### config.mk
export PLATFORM = sky130hd
export DESIGN_NAME = root_result_buffer
export DESIGN_NICKNAME = d
export VERILOG_FILES = /design/src/rtl/root_result_buffer.sv
export SDC_FILE = /design/constraint.sdc
export NUM_CORES = 1
export LEC_CHECK = 0
export CORE_ASPECT_RATIO = 0.6
export CORE_MARGIN = 10
export CORE_UTILIZATION = 45
export CTS_CLUSTER_SIZE = 14
export DETAILED_ROUTE_END_ITERATION = 8
export PLACE_DENSITY = 0.7
export SLEW_MARGIN = 10
export SYNTH_ARGS = -nofsm -noshare
export SYNTH_HDL_FRONTEND = slang
export SYNTH_SLANG_ARGS = --single-unit
### constraint.sdc
create_clock -name clk -period 2.2 [get_ports clk]
set_clock_uncertainty 0.1 [all_clocks]
set_input_delay 0.33 -clock clk [delete_from_list [all_inputs] [get_ports clk]]
set_output_delay 0.33 -clock clk [all_outputs]
set_load 0.01 [all_outputs]
### src/rtl/root_result_buffer.sv
// Capture stage for quadratic-solver results: either a hold-last register (MODE=0)
// or a DEPTH-entry FIFO with valid/ready handshake and sticky overflow (MODE=1).
module root_result_buffer #(
    parameter int WIDTH     = 4,
    parameter int NUM_ROOTS = 2,
    parameter int DEPTH     = 4,
    parameter int MODE      = 1,
    localparam int LW       = $clog2(DEPTH + 1)
) (
    input  logic                       clk,
    input  logic                       rst,
    input  logic                       in_valid,
    output logic                       in_ready,
    input  logic [NUM_ROOTS*WIDTH-1:0] in_roots,
    input  logic [1:0]                 in_nroots,
    output logic                       out_valid,
    input  logic                       out_ready,
    output logic [NUM_ROOTS*WIDTH-1:0] out_roots,
    output logic [1:0]                 out_nroots,
    output logic [LW-1:0]              level,
    output logic                       overflow,
    input  logic                       clr_ovf
);
    localparam int RW = NUM_ROOTS * WIDTH;
    localparam int EW = RW + 2;
    localparam int PW = $clog2(DEPTH);

    // Handshake: a transfer happens on a rising edge where valid and ready are both 1;
    // the producer holds its data stable while valid=1 and ready=0.
    logic [EW-1:0] mem_q [DEPTH];
    logic [PW-1:0] wr_ptr_q, wr_ptr_d;
    logic [PW-1:0] rd_ptr_q, rd_ptr_d;
    logic [LW-1:0] level_q, level_d;
    logic          ovf_q, ovf_d;
    logic [EW-1:0] hold_q, hold_d;
    logic          hold_vld_q, hold_vld_d;

    logic          accept;
    logic          pop;
    logic          fifo_full;
    logic          fifo_empty;
    logic [EW-1:0] head;
    logic [EW-1:0] out_entry;

    assign fifo_full  = (level_q == LW'(DEPTH));
    assign fifo_empty = (level_q == '0);
    assign in_ready   = !rst && ((MODE == 0) || !fifo_full);
    assign out_valid  = (MODE == 0) ? hold_vld_q : !fifo_empty;
    assign accept     = in_valid && in_ready;
    assign pop        = (MODE != 0) && out_valid && out_ready;

    // Empty FIFO shows zeros so the head never exposes discarded entries.
    assign head      = mem_q[rd_ptr_q];
    assign out_entry = (MODE == 0) ? hold_q : (fifo_empty ? '0 : head);

    assign out_roots  = out_entry[RW-1:0];
    assign out_nroots = out_entry[EW-1 -: 2];
    assign level      = (MODE == 0) ? LW'(hold_vld_q) : level_q;
    assign overflow   = ovf_q;

    always_comb begin
        wr_ptr_d   = wr_ptr_q;
        rd_ptr_d   = rd_ptr_q;
        level_d    = level_q;
        ovf_d      = ovf_q;
        hold_d     = hold_q;
        hold_vld_d = hold_vld_q;

        if (MODE == 0) begin
            if (accept) begin
                hold_d     = {in_nroots, in_roots};
                hold_vld_d = 1'b1;
            end
        end else begin
            if (accept) wr_ptr_d = wr_ptr_q + PW'(1);
            if (pop)    rd_ptr_d = rd_ptr_q + PW'(1);
            level_d = level_q + LW'(accept) - LW'(pop);
            // Set has priority over clear when both happen on one edge.
            if (clr_ovf)               ovf_d = 1'b0;
            if (in_valid && !in_ready) ovf_d = 1'b1;
        end
    end

    always_ff @(posedge clk) begin
        if (rst) begin
            wr_ptr_q   <= '0;
            rd_ptr_q   <= '0;
            level_q    <= '0;
            ovf_q      <= 1'b0;
            hold_q     <= '0;
            hold_vld_q <= 1'b0;
        end else begin
            wr_ptr_q   <= wr_ptr_d;
            rd_ptr_q   <= rd_ptr_d;
            level_q    <= level_d;
            ovf_q      <= ovf_d;
            hold_q     <= hold_d;
            hold_vld_q <= hold_vld_d;
        end
    end

    // Storage needs no reset: reads are gated by level.
    always_ff @(posedge clk) begin
        if ((MODE != 0) && accept) mem_q[wr_ptr_q] <= {in_nroots, in_roots};
    end

endmodule

==> results of run 1 <==
## cell families (layout without fill, tap and decap cells)
kind of cell / after synthesis / in the layout / share of synthesized area
mux: 12 / 12 / 0.1274
flops: 50 / 50 / 0.6829
fa+ha+maj: 7 / 7 / 0.04634
compound gates: 4 / 4 / 0.01097
buf+inv: 12 / 57 / 0.02622
simple gates: 29 / 29 / 0.09330
xor+xnor: 3 / 3 / 0.01281
## sequential cells by signal, indices dropped and copies added (netlist names), named ones only
signal and cells:
rd_ptr_q 2, mem_q 40, overflow 1, level 3, wr_ptr_q 2
## cells in the mapped netlist (2+ instances only)
cell	count
ha_1	6
mux4_1	3
dfxtp_1	10
edfxtp_1	40
and2_2	4
inv_1	8
nor2b_1	13
clkbuf_1	2
nor2_1	6
mux4_2	7
xnor2_1	2
a21oi_1	2
## area by class of cell
| type | instances | area (um^2) | area share |
|---|---|---|---|
| Sequential cell | 50 | 1411 | 0.5361 |
| Multi-Input combinational cell | 55 | 616.8 | 0.2343 |
| Timing Repair Buffer | 41 | 409.1 | 0.1554 |
| Tap cell | 60 | 75.07 | 0.02852 |
| Clock buffer | 5 | 68.82 | 0.02614 |
| Inverter | 8 | 30.03 | 0.01141 |
| Clock inverter | 3 | 21.27 | 0.008080 |
## power by group
| group | internal (mW) | switching [mW] | leakage (nW) | total (mW) |
|---|---|---|---|---|
| clock | 0.223 | 0.290 | 0.0441 | 0.513 |
| sequential | 1.14 | 0.0764 | 0.447 | 1.22 |
| combinational | 0.640 | 0.484 | 0.440 | 1.12 |
## worst min path at each step
stage	to	slack (ns)	cells after the start
floorplan	mem_q[0][0]	0.33	0
global placement	rd_ptr_q[1]	0.38	2
detailed placement	rd_ptr_q[1]	0.38	2
CTS	rd_ptr_q[1]	0.40	2
global route	level[2]	0.38	3
finish	level[1]	0.37	3
## what timing repair did
| action | in CTS | in global routing |
|---|---|---|
| endpoints found under the setup margin | 11 | 12 |
| pin swaps | 4 | 5 |
| resized for setup | 14 | 16 |
| gates cloned | 0 | 1 |
| buffers inserted | 0 | 1 |
## per-stage QoR
step	setup TNS [ns]	worst slack, ns	power [mW]	hold WS [ns]	instances
floorplan	-0.05429	-0.05429	1.831	0.3289	117
CTS	0	0.004228	2.819	0.4018	220
detailed placement	-0.5588	-0.3439	2.375	0.3832	212
global route	-0.07583	-0.05639	3.043	0.3825	222
global placement	-0.3575	-0.2347	2.335	0.3755	212
finish	0	0.02682	2.855	0.3677	222
## worst max-delay path: cells and delay by family (launching register included)
kind	cells	cell delay [ns]
adders and majority gates	3	0.80
buffers and inverters	2	0.11
xor gates and xnor gates	2	0.30
and+or+nand+nor	3	0.42
DFF	1	0.35
## routing by layer
layer	routed length, um	vias up
met2	1940	20
met3	157	4
li1	-	522
met1	1544	550
met4	46	0
met5	0	-
==> key figures, run 1 <==
GRT
  • Grt met3 use: 0.03704
  • Number of global-route vias before repair: 1,189
  • Total grt overflow: 0
  • First-pass GRT wire length: 5996 um
  • Met1 Use GR: 0.1122
  • GR peak layer: met2
  • Largest net degree at the start of global routing: 17
  • Initial antenna violation count: 0
  • Global-route usage over all layers: 0.09998
  • Met2 Use GR: 0.1734

Die
  • Io pins: 31
  • CORE AREA: 0.004257 mm^2
  • Width of the die: 107.2 um
  • FP Rows: 18
  • Die height: 72.31 um
  • Die area: 0.007749 mm^2
  • Starting Density: 0.4821

Critical path
  • Data arrival time of the worst path: 2.27 ns
  • CP max FO: 3
  • CP Class: flop to flop
  • CP startpoint: level[2]
  • R2R cell count: 10
  • Reg2Reg Capture Point: level[2]
  • CP max-delay cell: fa_2
  • Setup crit end kind: flop
  • Setup crit end: level[2]
  • CP peak stage delay: 0.36 ns
  • Reg2reg setup slack: 0.03 ns
  • Worst R2R Start: level[2]
  • Critical-path cell list: nor3b_4 -> nor3b_4 -> inv_1 -> ha_1 -> inv_1 -> ha_2 -> fa_2 -> xnor2_2 -> xnor2_1 -> nor2_1
  • Critical path required time: 2.30 ns
  • CP startpoint kind: flop

Yosys
  • Cell Area, Synth: 0.002052 mm^2
  • Sequential share of the synthesized area: 0.6829
  • Post-synth top area share: 0.5854
  • Post-synth EDFFs: 40
  • Post-synth top area cell: edfxtp_1
  • Ys flop type: edfxtp_1
  • Post-Synthesis Cells: 117
  • Top cells by area, synth: edfxtp_1 59%, dfxtp_1 9.8%, mux4_2 7.7%
  • Synth warn: 0
  • Synthesized flop and latch total: 50
  • Synthesized area per cell: 17.54 um^2
  • Syn nets: 139
  • Cell variety after synth: 26
  • Post-synth ARST share: 0

STA
  • Slew @ Worst Pin: 0.2944 ns
  • Period minus WS final: 2.173 ns
  • Final Cycle Share: 0.9878
  • Highest Clock Rate: 0.4602 GHz
  • Setup violations, final: 0
  • Max-slew violations: 0
  • Relative slew slack: 0.8037
  • Final hold vios: 0
  • RSZ-0062 raised after global routing: true

Finish
  • Synth-to-Final Area Change: 28.29%
  • Ant diodes: 0
  • Final instance area: 0.002633 mm^2
  • Commonest non-fill, non-tap cell in the layout: edfxtp_1
  • Layout fillers: 317
  • Share of layout cells above drive strength 1: 0.2778
  • Final nets: 183
  • Util after Layout: 0.6185
  • Most frequent cells in the layout: 40 x edfxtp_1, 19 x clkdlybuf4s50_1, 13 x nor2b_1

Clock network
  • Sink Count: 50
  • CTS tree: built
  • Clk_lat worst skew: 0.30 ns
  • Maximum root-to-sink buffer count: 2
  • Root Buffer: clkbuf_8
  • CTS H-Tree Depth: 2
  • Total CTS buffers: 5
  • Clock transition at path regs: 0.09 ns
  • CTS Hold Bufs: 0

Placement
  • Global placement routability congestion: 0.7231
  • Hpwl dp: 2735 um
  • PortBufs: 30
  • Placed cell area: 0.002504 mm^2

Pwr
  • Max rail drop VDD: 0.3867 mV
  • Leakage: 0.9313 nW
  • Cell Pwr Density: 1085 mW/mm^2

Routing
  • 1st-iter DRT viols: 31
  • # DRC: 0
  • Routed Antenna Nets: 0
  • DR vias: 1,096
  • TritonRoute pass-1 iters: 4
  • Routed wire length: 3689 um
  • Via density: 4.937
  • Routed WL per cell: 16.62 um

Outcome
  • Status: completed

Worst hold path
  • Hold/Removal Path Class: input pin to flop
  • Hold_sp: rst

Flow run
  • Max Cap Viol: 0
Note: power is estimated with default switching activity, not from simulation.
==> run 2, diff against run 1 <==
Settings changed: ABC_AREA set to 1, CORE_UTILIZATION 45 to 48, PLACE_DENSITY 0.7 to 0.74, SLEW_MARGIN 10 to 15.
==> run 2 against run 1 <==
  * Worst hold slack worse by 0.0062 ns
  * Critical endpoint is now in_ready
  * Sequential cell count unchanged
  * Sequential share of layout area down 0.46 points
  * Clock-buffer cell count unchanged
  * Global-route usage up 1.2 points
  * Area after synthesis up 2.6%
  * Non-clock buffer count up 2
  * Largest cell class unchanged
  * Clock power down 2%
  * Via count up 28%
  * Critical path type is now input pin to primary output
==> key figures, run 2 <==
Finish
  • Ant diodes: 0 (unchanged)
  • Final non-filler cell total: 298 (+34%)
  • Commonest non-fill, non-tap cell in the layout: nor2_1
  • Util after Layout: 0.6339 (+0.01547)
  • Share of layout cells above drive strength 1: 0.1303 (-0.1475)
  • Max FFs per register: 40 (unchanged)
  • Layout fillers: 333 (+5.0%)
  • Most frequent cells in the layout: 47 x nor2_1, 40 x edfxtp_1, 20 x o21ai_1, 20 x clkdlybuf4s50_1, 19 x inv_1
  • Biggest register: mem_q
  • Final nets: 259 (+42%)
  • Synth-to-Final Area Change: 25.51%

STA
  • Max-slew violations: 0 (unchanged)
  • RSZ-0062 raised after global routing: false
  • Final Cycle Share: 0.9438 (-0.04402)
  • Slew @ Worst Pin: 0.2302 ns (-0.06413 ns)
  • Setup violations, final: 0 (unchanged)
  • Highest Clock Rate: 0.4816 GHz (+4.7%)
  • Relative slew slack: 0.8463 (+0.04253)
  • Final hold vios: 0 (unchanged)
  • Period minus WS final: 2.076 ns (-0.09684 ns)
  • WHS: 0.3615 ns (-0.006175 ns)
  • Sum Neg Setup Slack: 0 ns (unchanged)

Die
  • Die area: 0.007520 mm^2 (-3.0%)
  • Die height: 71.29 um (-1.4%)
  • CORE AREA: 0.004167 mm^2 (-2.1%)
  • Io pins: 31 (unchanged)
  • Width of the die: 105.5 um (-1.6%)
  • Starting Density: 0.5051 (+0.02304)
  • FP Rows: 18 (unchanged)

Routing
  • Met3 WL: 342 um (+120%)
  • TritonRoute pass-1 iters: 4 (unchanged)
  • Top layer in use: met4
  • 1st-iter DRT viols: 65 (+110%)
  • # DRC: 0 (unchanged)
  • DR vias: 1,402 (+28%)
  • Via density: 4.705 (-4.7%)
  • Met2 WL: 1671 um (-14%)
  • Routed Antenna Nets: 0 (unchanged)
  • Routed wire length: 4181 um (+13%)
  • Routed WL per cell: 14.03 um (-16%)
  • Wire length on met1: 2126 um (+38%)

Clock network
  • Sink Count: 50 (unchanged)
  • Total CTS buffers: 5 (unchanged)
  • CTS Hold Bufs: 0 (unchanged)
  • CTS H-Tree Depth: 2 (unchanged)
  • Clk_lat worst skew: 0.30 ns (about the same)
  • Root Buffer: clkbuf_8
  • CTS tree: built
  • Clock transition at path regs: 0.08 ns (about the same)
  • Post-CTS Setup Repair Bufs: 0 (unchanged)
  • Maximum root-to-sink buffer count: 2 (unchanged)

Yosys
  • Ys flop type: edfxtp_1
  • Post-synth top area share: 0.5707 (-0.01462)
  • Syn nets: 214 (+54%)
  • Synthesized area per cell: 10.96 um^2 (-38%)
  • Post-synth ARST share: 0 (unchanged)
  • Post-Synthesis Cells: 192 (+64%)
  • Cell Area, Synth: 0.002105 mm^2 (+2.6%)
  • Synth warn: 0 (unchanged)
  • Sequential share of the synthesized area: 0.6659 (-0.01705)
  • Post-synth top area cell: edfxtp_1
  • Synth top cells by count: 47 x nor2_1, 40 x edfxtp_1, 20 x o21ai_1
  • Top cells by area, synth: edfxtp_1 57%, dfxtp_1 9.5%, nor2_1 8.4%
  • Synthesized flop and latch total: 50 (unchanged)
  • Top-count cell post-synth: nor2_1
  • Cell variety after synth: 20 (-23%)
  • Post-synth EDFFs: 40 (unchanged)

Worst hold path
  • Hold_sp: overflow
  • WHS Path Cells: 2 (-1)
  • Hold/Removal Path Class: flop to flop
  • End of the worst hold path: overflow

Critical path
  • R2R cell count: 11 (+1)
  • Worst R2R Start: level[1]
  • Data arrival time of the worst path: 1.65 ns (-0.62 ns)
  • Reg2Reg Capture Point: level[2]
  • Reg2reg setup slack: 0.21 ns (+0.18 ns)
  • CP startpoint kind: input pin
  • Setup crit end kind: primary output
  • CP max FO: 6 (+3)
  • Critical path required time: 1.77 ns (-0.53 ns)
  • CP Class: input pin to primary output

Pwr
  • Leakage: 1.084 nW (+16%)
  • Max rail drop VDD: 0.4921 mV (+27%)
  • Cell Pwr Density: 1053 mW/mm^2 (-2.9%)

GRT
  • Global-route usage over all layers: 0.1120 (+0.01206)
  • Initial antenna violation count: 0 (unchanged)
  • Largest net degree at the start of global routing: 21 (+4)
  • Number of global-route vias before repair: 1,303 (+9.6%)
  • First-pass GRT wire length: 6651 um (+11%)
  • Total grt overflow: 0 (unchanged)

Placement
  • PortBufs: 30 (unchanged)
  • DP Cell Count: 290 (+37%)
  • Hpwl dp: 2985 um (+9.1%)
  • Global placement routability congestion: 0.8231 (+14%)

Flow run
  • Max Cap Viol: 0 (unchanged)

Outcome
  • Status: completed
## run 2: changes by cell type in the layout (fill, tap and decap cells not counted), sizes merged, moves of 10 or more
cell	change
o21ai	+20
mux4	-10
nor2	+42
nand2	+15
nor2b	-13
inv	+15
a21oi	+13
## run 2: worst max-delay path by stage
stage,from,endpoint,slack [ns],cells past startpoint
floorplan,level[1],level[2],0.26,11
global placement,in_valid,level[2],-0.02,9
detailed placement,in_valid,level[2],-0.06,9
CTS,flop,out_roots[7],0.01,6
global route,rst,in_ready,0.04,6
finish,rst,in_ready,0.12,6
## run 2: report_power, final
| group | internal [mW] | switching, mW |
|---|---|---|
| Combinational | 0.481 | 0.614 |
| Clock | 0.218 | 0.284 |
| Sequential | 1.11 | 0.0712 |
| Total | 1.81 | 0.969 |
## run 2: per-layer routing
layer  GRT usage  vias up
met4     0.04091        0
met3     0.04196        5
met1      0.1581      635
li1            -      727
met2      0.1519       35
met5           0        -
## run 2: timing repair
item / in CTS / in global routing
pin swaps: 0 / 0
resized for setup: 7 / 5
endpoints found under the setup margin: 10 / 5
## run 2: through the flow
step	setup WS (ns)	instance area (um^2)	total power, mW
2_1_floorplan	0.2563	2105	1.812
3_3_place_gp	-0.02460	2547	2.360
3_5_place_dp	-0.05908	2547	2.367
4_1_cts	0.01079	2629	2.828
5_1_grt	0.04264	2641	2.975
6_report	0.1237	2641	2.781
## run 2: area by class of cell
class,instances,area [um^2],area share
clock inverters,3,16.27,0.006158
multi-input cells,114,586.8,0.2222
inverters,23,86.33,0.03269
clock buffers,5,68.82,0.02605
repair buffers,43,404.1,0.1530
well taps,60,75.07,0.02842
flip-flops and latches,50,1404,0.5315
## run 2: critical path: stages
cell	delay (ns)
clkdlybuf4s50_1	0.43
inv_2	0.09
buf_4	0.14
nand2_1	0.05
inv_1	0.06
clkdlybuf4s50_1	0.53
## run 2: cell families (layout without fill, tap and decap cells)
| logic type | after synthesis | count (layout) | share of synthesized area |
|---|---|---|---|
| AO/OA/AOI/OAI | 36 | 36 | 0.08561 |
| adder cells (fa/ha/maj) | 7 | 7 | 0.04518 |
| AND/OR/NAND/NOR | 71 | 71 | 0.1480 |
| flip-flops | 50 | 50 | 0.6659 |
| buffers and inverters | 28 | 74 | 0.05529 |
==> run 3, diff against run 2 <==
Settings changed: CELL_PAD_IN_SITES_DETAIL_PLACEMENT set to 1, CELL_PAD_IN_SITES_GLOBAL_PLACEMENT set to 1, CORE_UTILIZATION 48 to 44, DONT_BUFFER_PORTS set to 1, PLACE_DENSITY 0.74 to 0.73.
==> run 3 against run 2 <==
  * Design area is 7.6% lower
  * Largest power group unchanged
  * Via count fell by 1.2%
  * Largest cell class unchanged
  * Sequential cell count unchanged
  * Sequential share of layout area rose by 4.5 points
  * First-iteration DRC count shrank 15%
  * Wire length rose by 17%
==> key figures, run 3 (synthesis gave the netlist of run 2 again) <==
Outcome
  • Status: completed

Critical path
  • CP startpoint: level[0]
  • WP depth: 10 (+4)
  • Worst Path Buf+Inv: 3 (-2)
  • Reg2reg setup slack: 0.10 ns (-0.11 ns)
  • Cell repeated most along the worst path: inv_1
  • R2R cell count: 10 (-1)
  • Critical-path cell list: nor2_4 -> nand2_4 -> nand2_4 -> inv_1 -> ha_1 -> inv_1 -> ha_1 -> fa_1 -> inv_1 -> nor2_1
  • CP startpoint kind: flop
  • Data arrival time of the worst path: 2.24 ns (+0.59 ns)
  • CP Class: flop to flop
  • Worst R2R Start: level[0]
  • CP peak stage delay: 0.49 ns (-0.04 ns)
  • CP max FO: 5 (-1)
  • Setup crit end kind: flop
  • Top delay family on crit path: adder cells
  • Reg2Reg Capture Point: level[1]
  • Critical path required time: 2.34 ns (+0.57 ns)
  • CP max-delay cell: fa_1
  • Setup crit end: level[1]

Routing
  • TritonRoute pass-1 iters: 4 (unchanged)
  • # DRC: 0 (unchanged)
  • Routed wire length: 4900 um (+17%)
  • 1st-iter DRT viols: 55 (-15%)
  • Routed WL per cell: 17.82 um (+27%)
  • Routed Antenna Nets: 0 (unchanged)
  • Via density: 5.036 (+7.0%)
  • DR vias: 1,385 (-1.2%)

Finish
  • Ant diodes: 0 (unchanged)
  • Final instance area: 0.002441 mm^2 (-7.6%)
  • Biggest register: mem_q
  • Final nets: 233 (-10%)
  • Final non-filler cell total: 275 (-7.7%)
  • Most frequent cells in the layout: 47 x nor2_1, 40 x edfxtp_1, 20 x o21ai_1
  • Share of layout cells above drive strength 1: 0.1274 (-0.002894)
  • Max FFs per register: 40 (unchanged)
  • Commonest non-fill, non-tap cell in the layout: nor2_1
  • Synth-to-Final Area Change: 15.99%
  • Layout fillers: 500 (+50%)
  • Util after Layout: 0.5320 (-0.1019)

GRT
  • Number of global-route vias before repair: 1,375 (+5.5%)
  • First-pass GRT wire length: 7424 um (+12%)
  • Total grt overflow: 0 (unchanged)
  • Largest net degree at the start of global routing: 17 (-19%)
  • Initial antenna violation count: 0 (unchanged)
  • Global-route usage over all layers: 0.1234 (+0.01140)

Clock network
  • Sink Count: 50 (unchanged)
  • CTS tree: built
  • Clk_lat worst skew: 0.31 ns (about the same)
  • Total CTS buffers: 5 (unchanged)
  • CTS H-Tree Depth: 2 (unchanged)
  • Post-CTS Setup Repair Bufs: 0 (unchanged)
  • Maximum root-to-sink buffer count: 2 (unchanged)
  • Root Buffer: clkbuf_8
  • Clock transition at path regs: 0.10 ns (+0.02 ns)

Die
  • Die height: 73.57 um (+3.2%)
  • CORE AREA: 0.004588 mm^2 (+10%)
  • Die area: 0.008040 mm^2 (+6.9%)
  • Width of the die: 109.3 um (+3.6%)
  • Starting Density: 0.4587 (-0.04642)
  • Io pins: 31 (unchanged)
  • FP Rows: 19 (+1)

Pwr
  • Leakage: 0.9235 nW (-15%)
  • Cell Pwr Density: 1113 mW/mm^2 (+5.7%)
  • Max rail drop VDD: 0.5147 mV (+4.6%)

Placement
  • Place WS: 0.06424 ns (+0.1233 ns)
  • PortBufs: 0 (-100%)
  • Placed cell area: 0.002218 mm^2 (-13%)
  • Hpwl dp: 3433 um (+15%)
  • DP Cell Count: 257 (-11%)
  • Global placement routability congestion: 0.7067 (-14%)

STA
  • PnR worst setup slack: 0.1027 ns (-0.02093 ns)
  • Final Cycle Share: 0.9533 (+0.009513)
  • Highest Clock Rate: 0.4768 GHz (-1.0%)
  • Max-slew violations: 0 (unchanged)
  • Slew @ Worst Pin: 0.3689 ns (+0.1387 ns)
  • Relative slew slack: 0.7548 (-0.09146)
  • Setup violations, final: 0 (unchanged)
  • Final hold vios: 0 (unchanged)
  • Period minus WS final: 2.097 ns (+0.02093 ns)

Worst hold path
  • Hold/Removal Path Class: input pin to flop

Flow run
  • Max Cap Viol: 0 (unchanged)
run 3: cell types whose count changed in the layout (fill, tap and decap cells not counted), moves of 5 or more:
cell             previous run  this run
clkdlybuf4s50_1            20         0
dlygate4sd3_1               0        10
buf_4                      13         6
dlygate4sd2_1               5         0
dlymetal6s2s_1              5         0
run 3: area by class of cell:
class | instances | area, um^2 | area share
tap | 63 | 78.83 | 0.03229
multi-input combinational | 114 | 591.8 | 0.2424
timing repair buffer | 17 | 165.2 | 0.06766
inverter | 23 | 86.33 | 0.03537
clock buffer | 5 | 68.82 | 0.02819
sequential | 50 | 1408 | 0.5766
clock inverter | 3 | 42.54 | 0.01743
run 3: what timing repair did:
action	in CTS	in global routing
resized for setup	0	5
hold buffers	1	9
endpoints found under the setup margin	0	9
hold endpoints to repair	5	32
run 3: per-stage QoR:
stage | hold slack (ns) | power, mW | setup TNS (ns)
floorplan | 0.2991 | 1.812 | 0
global placement | 0.3026 | 1.996 | 0
detailed placement | 0.3135 | 2.055 | 0
CTS | 0.004699 | 2.704 | 0
global route | 0.0001994 | 2.894 | -0.01445
finish | 0.01769 | 2.717 | 0
run 3: per-layer routing:
layer | track usage | wire length [um]
met1 | 0.1506 | 2252
met2 | 0.1981 | 2349
met3 | 0.05328 | 262
met4 | 0.03017 | 36
met5 | 0 | 0
run 3: worst min path at each step:
stage                start          end  slack [ns]  cells past startpoint
5_1_grt        in_roots[5]  mem_q[3][5]      0.0002                      0
3_5_place_dp           rst     level[0]        0.31                      1
4_1_cts        in_roots[5]  mem_q[1][5]       0.005                      0
2_1_floorplan          rst     overflow        0.30                      1
3_3_place_gp           rst     overflow        0.30                      1
6_report       in_roots[3]  mem_q[0][3]        0.02                      0
run 3: power breakdown:
group / switching [mW] / internal (mW) / total, mW / leakage (nW)
registers: 0.104 / 1.12 / 1.22 / 0.446
logic: 0.584 / 0.263 / 0.847 / 0.421
clock network: 0.308 / 0.339 / 0.648 / 0.0562
total: 0.996 / 1.72 / 2.72 / 0.923
